### src/rtl/instr_fetch_queue_pkg.sv
// -----------------------------------------------------------------------------
// instr_fetch_queue_pkg
//   Shared types and constants for the prefetching instruction fetch queue.
//   ifq_entry_t is one buffered {pc, instr} pair; IFQ_ENTRY_W is its packed width.
//   align_pc() forces a fetch PC onto a word boundary (low two bits cleared).
// -----------------------------------------------------------------------------
package instr_fetch_queue_pkg;

    localparam int PC_W        = 9;    // fetch PC width, wraps modulo 2**PC_W
    localparam int INS_W       = 32;   // instruction width
    localparam int IFQ_DEPTH   = 4;    // default FIFO depth (power of two, >= 2)
    localparam int IFQ_PC_STEP = 4;    // byte distance between sequential fetches

    typedef struct packed {
        logic [PC_W-1:0]  pc;
        logic [INS_W-1:0] instr;
    } ifq_entry_t;

    localparam int IFQ_ENTRY_W = $bits(ifq_entry_t);

    function automatic logic [PC_W-1:0] align_pc(input logic [PC_W-1:0] pc);
        return {pc[PC_W-1:2], 2'b00};
    endfunction

endpackage

### src/rtl/ifq_storage.sv
// -----------------------------------------------------------------------------
// ifq_storage
//   DEPTH x ifq_entry_t register array backing the fetch queue. One write port,
//   one asynchronous read port. Entry validity is tracked by the owner's count.
// Ports
//   clk      in   clock
//   wr_en    in   write wr_data into slot wr_ptr at the rising edge
//   wr_ptr   in   write slot index
//   wr_data  in   packed ifq_entry_t to store
//   rd_ptr   in   read slot index
//   rd_data  out  packed ifq_entry_t held in slot rd_ptr
// -----------------------------------------------------------------------------
module ifq_storage
    import instr_fetch_queue_pkg::*;
#(
    parameter int DEPTH = IFQ_DEPTH,
    parameter int PTR_W = $clog2(DEPTH)
) (
    input  logic                   clk,
    input  logic                   wr_en,
    input  logic [PTR_W-1:0]       wr_ptr,
    input  logic [IFQ_ENTRY_W-1:0] wr_data,
    input  logic [PTR_W-1:0]       rd_ptr,
    output logic [IFQ_ENTRY_W-1:0] rd_data
);

    logic [IFQ_ENTRY_W-1:0] mem [DEPTH];

    // NOTE: the data array has no reset; a slot is only read once the queue's
    // count says it holds a written entry, so clearing it would buy nothing.
    always_ff @(posedge clk) begin
        if (wr_en) begin
            mem[wr_ptr] <= wr_data;
        end
    end

    assign rd_data = mem[rd_ptr];

endmodule

### src/rtl/instr_fetch_queue.sv
// -----------------------------------------------------------------------------
// instr_fetch_queue
//   Prefetching fetch stage. Drives a synchronous instruction memory (data one
//   cycle after the request) and buffers {pc, instr} pairs in a DEPTH-entry FIFO
//   presented to decode through a valid/ready handshake. A redirect flushes the
//   queue and restarts fetch at the (word aligned) redirect PC.
// Configuration
//   IFQ_PERF_CNT_EN  when defined, adds saturating perf_flush_cnt (redirect
//                    cycles) and perf_starve_cnt (deq_ready & !deq_valid cycles).
// Ports
//   clk, reset       clock; synchronous active-high reset
//   imem_req         instruction memory read strobe
//   imem_addr        read address (the fetch PC)
//   imem_rdata       read data, valid the cycle after imem_req
//   redirect         flush and restart at redirect_pc (low 2 bits ignored)
//   deq_valid        head entry valid
//   deq_ready        consumer accepts the head entry
//   deq_pc/instr     head entry contents (zero while deq_valid is low)
//   occupancy        number of valid FIFO entries
//   perf_*_cnt       optional performance counters (IFQ_PERF_CNT_EN)
// -----------------------------------------------------------------------------
module instr_fetch_queue
    import instr_fetch_queue_pkg::*;
#(
    parameter int DEPTH = IFQ_DEPTH
) (
    input  logic                       clk,
    input  logic                       reset,
    output logic                       imem_req,
    output logic [PC_W-1:0]            imem_addr,
    input  logic [INS_W-1:0]           imem_rdata,
    input  logic                       redirect,
    input  logic [PC_W-1:0]            redirect_pc,
    output logic                       deq_valid,
    input  logic                       deq_ready,
    output logic [PC_W-1:0]            deq_pc,
    output logic [INS_W-1:0]           deq_instr,
    output logic [$clog2(DEPTH+1)-1:0] occupancy
`ifdef IFQ_PERF_CNT_EN
    ,
    output logic [31:0]                perf_flush_cnt,
    output logic [31:0]                perf_starve_cnt
`endif
);

    localparam int PTR_W = $clog2(DEPTH);
    localparam int CNT_W = $clog2(DEPTH+1);
    localparam logic [CNT_W:0] DEPTH_C = (CNT_W+1)'(DEPTH);

    logic [PC_W-1:0]  fpc;       // next fetch PC
    logic [PC_W-1:0]  req_pc;    // PC of the outstanding request
    logic             inflight;  // a response arrives this cycle
    logic             kill;      // the arriving response belongs to a flushed stream
    logic [PTR_W-1:0] head;
    logic [PTR_W-1:0] tail;
    logic [CNT_W-1:0] count;

    logic             fire;
    logic             enq;
    logic [CNT_W:0]   committed;
    logic             has_room;

    logic [IFQ_ENTRY_W-1:0] wr_data;
    logic [IFQ_ENTRY_W-1:0] rd_data;
    ifq_entry_t             head_entry;

    // Handshake and issue decisions.
    // committed counts slots already spoken for at the coming edge: entries that
    // stay in the queue plus the response arriving now.
    // NOTE: every always_comb output gets a default first so no path can leave
    // it unassigned and infer a latch.
    always_comb begin
        fire      = 1'b0;
        committed = '0;
        has_room  = 1'b0;
        imem_req  = 1'b0;
        enq       = 1'b0;

        fire      = deq_valid & deq_ready;
        committed = {1'b0, count} + (CNT_W+1)'(inflight) - (CNT_W+1)'(fire);
        has_room  = committed < DEPTH_C;
        imem_req  = !reset && !redirect && has_room;
        enq       = inflight && !kill && !redirect && !reset;
    end

    assign imem_addr = fpc;
    assign deq_valid = (count != '0);
    assign occupancy = count;
    assign wr_data   = {req_pc, imem_rdata};

    ifq_storage #(
        .DEPTH (DEPTH),
        .PTR_W (PTR_W)
    ) u_storage (
        .clk     (clk),
        .wr_en   (enq),
        .wr_ptr  (tail),
        .wr_data (wr_data),
        .rd_ptr  (head),
        .rd_data (rd_data)
    );

    assign head_entry = rd_data;
    // Outputs read as zero while empty so reset and flush leave a clean value.
    assign deq_pc     = deq_valid ? head_entry.pc    : '0;
    assign deq_instr  = deq_valid ? head_entry.instr : '0;

    // Fetch PC, outstanding request and FIFO bookkeeping.
    // A redirect empties the queue outright, so a same-cycle fire needs no pop.
    // NOTE: sequential state is written with non-blocking assignments so every
    // register samples the pre-edge values of the others.
    always_ff @(posedge clk) begin
        if (reset) begin
            fpc      <= '0;
            req_pc   <= '0;
            inflight <= 1'b0;
            kill     <= 1'b0;
            head     <= '0;
            tail     <= '0;
            count    <= '0;
        end else if (redirect) begin
            fpc      <= align_pc(redirect_pc);
            inflight <= 1'b0;
            kill     <= inflight;
            head     <= '0;
            tail     <= '0;
            count    <= '0;
        end else begin
            if (imem_req) begin
                fpc    <= fpc + PC_W'(IFQ_PC_STEP);
                req_pc <= fpc;
            end
            inflight <= imem_req;
            kill     <= 1'b0;
            if (enq) begin
                tail <= tail + 1'b1;
            end
            if (fire) begin
                head <= head + 1'b1;
            end
            count <= count + CNT_W'(enq) - CNT_W'(fire);
        end
    end

`ifdef IFQ_PERF_CNT_EN
    always_ff @(posedge clk) begin
        if (reset) begin
            perf_flush_cnt  <= '0;
            perf_starve_cnt <= '0;
        end else begin
            if (redirect && perf_flush_cnt != '1) begin
                perf_flush_cnt <= perf_flush_cnt + 32'd1;
            end
            if (deq_ready && !deq_valid && perf_starve_cnt != '1) begin
                perf_starve_cnt <= perf_starve_cnt + 32'd1;
            end
        end
    end
`endif

    // The issue rule keeps one slot free for every response in flight.
    a_no_overflow : assert property (@(posedge clk) disable iff (reset)
        !(enq && !fire && count == DEPTH_C[CNT_W-1:0]));

endmodule
### config.mk
export PLATFORM = sky130hd
export DESIGN_NAME = instr_fetch_queue
export DESIGN_NICKNAME = d
export VERILOG_FILES = /design/src/rtl/instr_fetch_queue_pkg.sv /design/src/rtl/ifq_storage.sv /design/src/rtl/instr_fetch_queue.sv
export SDC_FILE = /design/constraint.sdc
export NUM_CORES = 1
export LEC_CHECK = 0
export ABC_AREA = 1
export CAP_MARGIN = 30
export CELL_PAD_IN_SITES_DETAIL_PLACEMENT = 0
export CELL_PAD_IN_SITES_GLOBAL_PLACEMENT = 1
export CORE_ASPECT_RATIO = 1.75
export CORE_MARGIN = 3
export CORE_UTILIZATION = 47
export CTS_CLUSTER_DIAMETER = 200
export DETAILED_ROUTE_END_ITERATION = 10
export HOLD_SLACK_MARGIN = 0.02
export PLACE_DENSITY_LB_ADDON = 0.1
export RECOVER_POWER = 100
export SLEW_MARGIN = 10
export SYNTH_ARGS = -nofsm -noshare
export SYNTH_HDL_FRONTEND = slang
export SYNTH_SLANG_ARGS = --single-unit
### constraint.sdc
create_clock -name clk -period 6.8 [get_ports clk]
set_input_delay 0.68 -clock clk [delete_from_list [all_inputs] [get_ports clk]]
set_output_delay 0.68 -clock clk [all_outputs]
set_load 0.01 [all_outputs]
==> flow_metrics.py <==
metrics = {
    "status": {
        "run_status": "complete, but fails checks",
        "violations": "max-capacitance violations, max-slew violations",
    },
    "clocking": {
        "postCtsSetupBuffers": 0,
        "cts_hold_buf": 0,
        "max-clock-path-buffers": 2,
        "clk_pin_slew_ns": 0.07,
        "root_buffer": "clkbuf_16",
        "ctsResizeCount": 0,
        "numCtsBuffers": 17,
        "htreeDepth": 4,
        "cts_tree": "done",
        "numClockSinks": 181,
        "clkLatencyLatePin_ns": 0.41,
    },
    "critical_path": {
        "path_cells": "clkbuf_2 > inv_1 > buf_12 > o21ai_0 > a21oi_1 > dlygate4sd3_1",
        "critical_path.top_delay_family": "buffers and inverters",
        "slowest_stage": "clkbuf_2",
        "start_kind": "flop",
        "cpPeakStageDelay_ns": 1.21,
        "end_kind": "primary output",
        "arrival_ns": 4.41,
        "crit_type": "flop to primary output",
        "crit_required_ns": 6.12,
        "path_buf_inv": 4,
        "path_max_fanout": 79,
    },
    "global_routing": {
        "grt_pass1_vias": 4936,
        "gr-usage-met2_pct": 34.3,
        "overflow": 0,
        "met1_usage_pct": 21.6,
        "grt_busiest_layer": "met2",
        "grt.total_usage_pct": 18.9,
        "grt_max_degree": 80,
        "grtUsageMet3_pct": 4.16,
        "grt_pass1_wl_mm": 25.0,
        "antenna_found_initial": 2,
    },
    "die": {
        "pin_count": 100,
        "die_area_mm2": 0.0173,
        "coreArea_mm2": 0.0154,
        "die_y_um": 172,
        "start_util_pct": 48.1,
        "num_rows": 60,
        "die_x_um": 101,
    },
    "route": {
        "routed_via_density": 5.24,
        "via_count": 4883,
        "drt-total-wl_mm": 15.6,
        "drcViolationCount": 0,
        "post_drt_wl_per_cell_um": 16.8,
        "drt-initial-drc-count": 186,
        "drtAntennaViolNets": 0,
        "dr.pass1.iters": 5,
    },
    "timing": {
        "grt_setup_unrepaired": "false",
        "holdWs_ns": 0.478,
        "slew_headroom_pct": -74.2,
        "fin_crit_sh_pct": 74.8,
        "fmax_mhz": 197,
        "slew_viol_final": 242,
        "setup_viol": 0,
        "final.min_clock_period_ns": 5.09,
        "worstMarginPinSlew_ns": 2.61,
        "fin_skew_ns": 0.0131,
        "hold_viol_final": 0,
        "setup_tns_ns": 0,
    },
    "yosys": {
        "syn_area_per_cell_um2": 11.5,
        "netlist.area_leader.share_pct": 63.3,
        "ys_seq_area_share_pct": 70.1,
        "synth_edf_count": 156,
        "netlist.top_cell.by_area": "edfxtp_1",
        "ys_seq_elements": 181,
        "synthFlopType": "edfxtp_1",
        "synth.distinct_cells": 34,
        "async_reset_ff_share_pct": 0,
        "synthesis.area_mm2": 0.00740,
        "synth_cells": 645,
        "synth.most_common_cell": "nor2_1",
        "yosysWarnings": 0,
        "synth_commonest_cells": "177 x nor2_1, 156 x edfxtp_1, 81 x o21ai_0, 46 x a21oi_1, 32 x nand2_1",
        "synth_area_leaders": "edfxtp_1 63%, nor2_1 9.0%, dfxtp_1 6.8%",
    },
    "layout": {
        "layout-drive-gt1-share_pct": 8.72,
        "layout.nets": 786,
        "final_cell_area_mm2": 0.00900,
        "layout.cells.non_filler": 932,
        "area_growth_syn_to_layout_pct": 21.7,
    },
    "place": {
        "place_inst": 899,
        "finalWeightedCongestion": 0.752,
        "placed_area_mm2": 0.00851,
        "io_buffers": 93,
        "hpwl_mm": 9.26,
    },
    "power_and_ir_drop": {
        "powerDensity_mw_per_mm2": 253,
        "p_leak_nw": 3.30,
        "power_mw": 2.28,
        "irDropWorstVdd_v": 0.000146,
    },
    "hold_path": {
        "hp-class": "flop to flop",
    },
    "job": {
        "max_cap_violations": 6,
    },
}
-- through the flow --
step                      setup WS, ns  util (%)
final                             1.71      58.5
after global routing              1.28      58.5
after CTS                         2.53      58.9
after detailed placement          2.53      55.3
after global placement            2.57      55.2
after floorplan                   3.55         -
-- tightest hold or removal path, stage by stage, from the launching register on --
cell	delay [ns]
dfxtp_1	0.30
inv_1	0.06
a21oi_1	0.07
-- state kept, by name, indices dropped and copies added (netlist names), named ones only --
signal         count
head               2
imem_addr          7
inflight           1
kill               1
occupancy          3
req_pc             7
tail               2
u_storage.mem    156
-- power by group --
| group | internal, mW | leakage [nW] | total, mW | switching, mW |
|---|---|---|---|---|
| clock network | 0.494 | 0.279 | 0.919 | 0.425 |
| registers | 1.22 | 1.62 | 1.23 | 0.0116 |
| logic | 0.0537 | 1.40 | 0.128 | 0.0742 |
-- layout make-up --
cell class / instances / area, um^2
fill: 1280 / 6380
sequential: 181 / 5190
multi-input combinational: 400 / 1920
timing repair buffer: 102 / 993
clock buffer: 20 / 447
tap: 186 / 233
inverter: 30 / 113
clock inverter: 12 / 108
antenna: 1 / 2.50
-- path summary, 6_finish.rpt --
check / start / to / slack, ns / cells after the start
min: head[1]$_SDFFE_PP0P_ / flop / 0.48 / 2
max reg2reg: inflight$_SDFF_PP0_ / u_storage.mem[3][31]$_DFFE_PP_ / 2.92 / 7
min reg2reg: head[1]$_SDFFE_PP0P_ / flop / 0.48 / 2
max: flop / deq_pc[7] / 1.71 / 6
-- layer usage --
metal  vias to the layer above  wire length [um]
met1                      2370              6130
met5                         -                 7
met2                       104              8560
met4                         2               201
met3                        14               730
li1                       2393                 -
-- logic make-up (layout without fill, tap and decap cells) --
| family | Yosys count | in the layout | synth area share, % |
|---|---|---|---|
| other cells | 1 | 5 | 0.0507 |
| compound gates | 137 | 137 | 9.81 |
| simple gates | 248 | 248 | 14.3 |
| fa+ha+maj | 9 | 9 | 1.62 |
| flops | 181 | 181 | 70.1 |
| xor+xnor | 2 | 2 | 0.237 |
| buf+inv | 67 | 164 | 3.92 |
-- cells in the final DEF (no fill, tap or decap), drive strengths merged --
cell             n
nor2           189
edfxtp         156
o21ai           87
dlygate4sd3     82
a21oi           47
inv             41
nand2           36
dfxtp           25
clkbuf          25
nand3           13
clkdlybuf4s50   11
nand4            8
ha               8
conb             4
buf              4
o211ai           2
diode            1
or2              1
xor2             1
nor3             1
a211oi           1
xnor2            1
fa               1
clkinv           1
(Power assumes the default switching activity.)
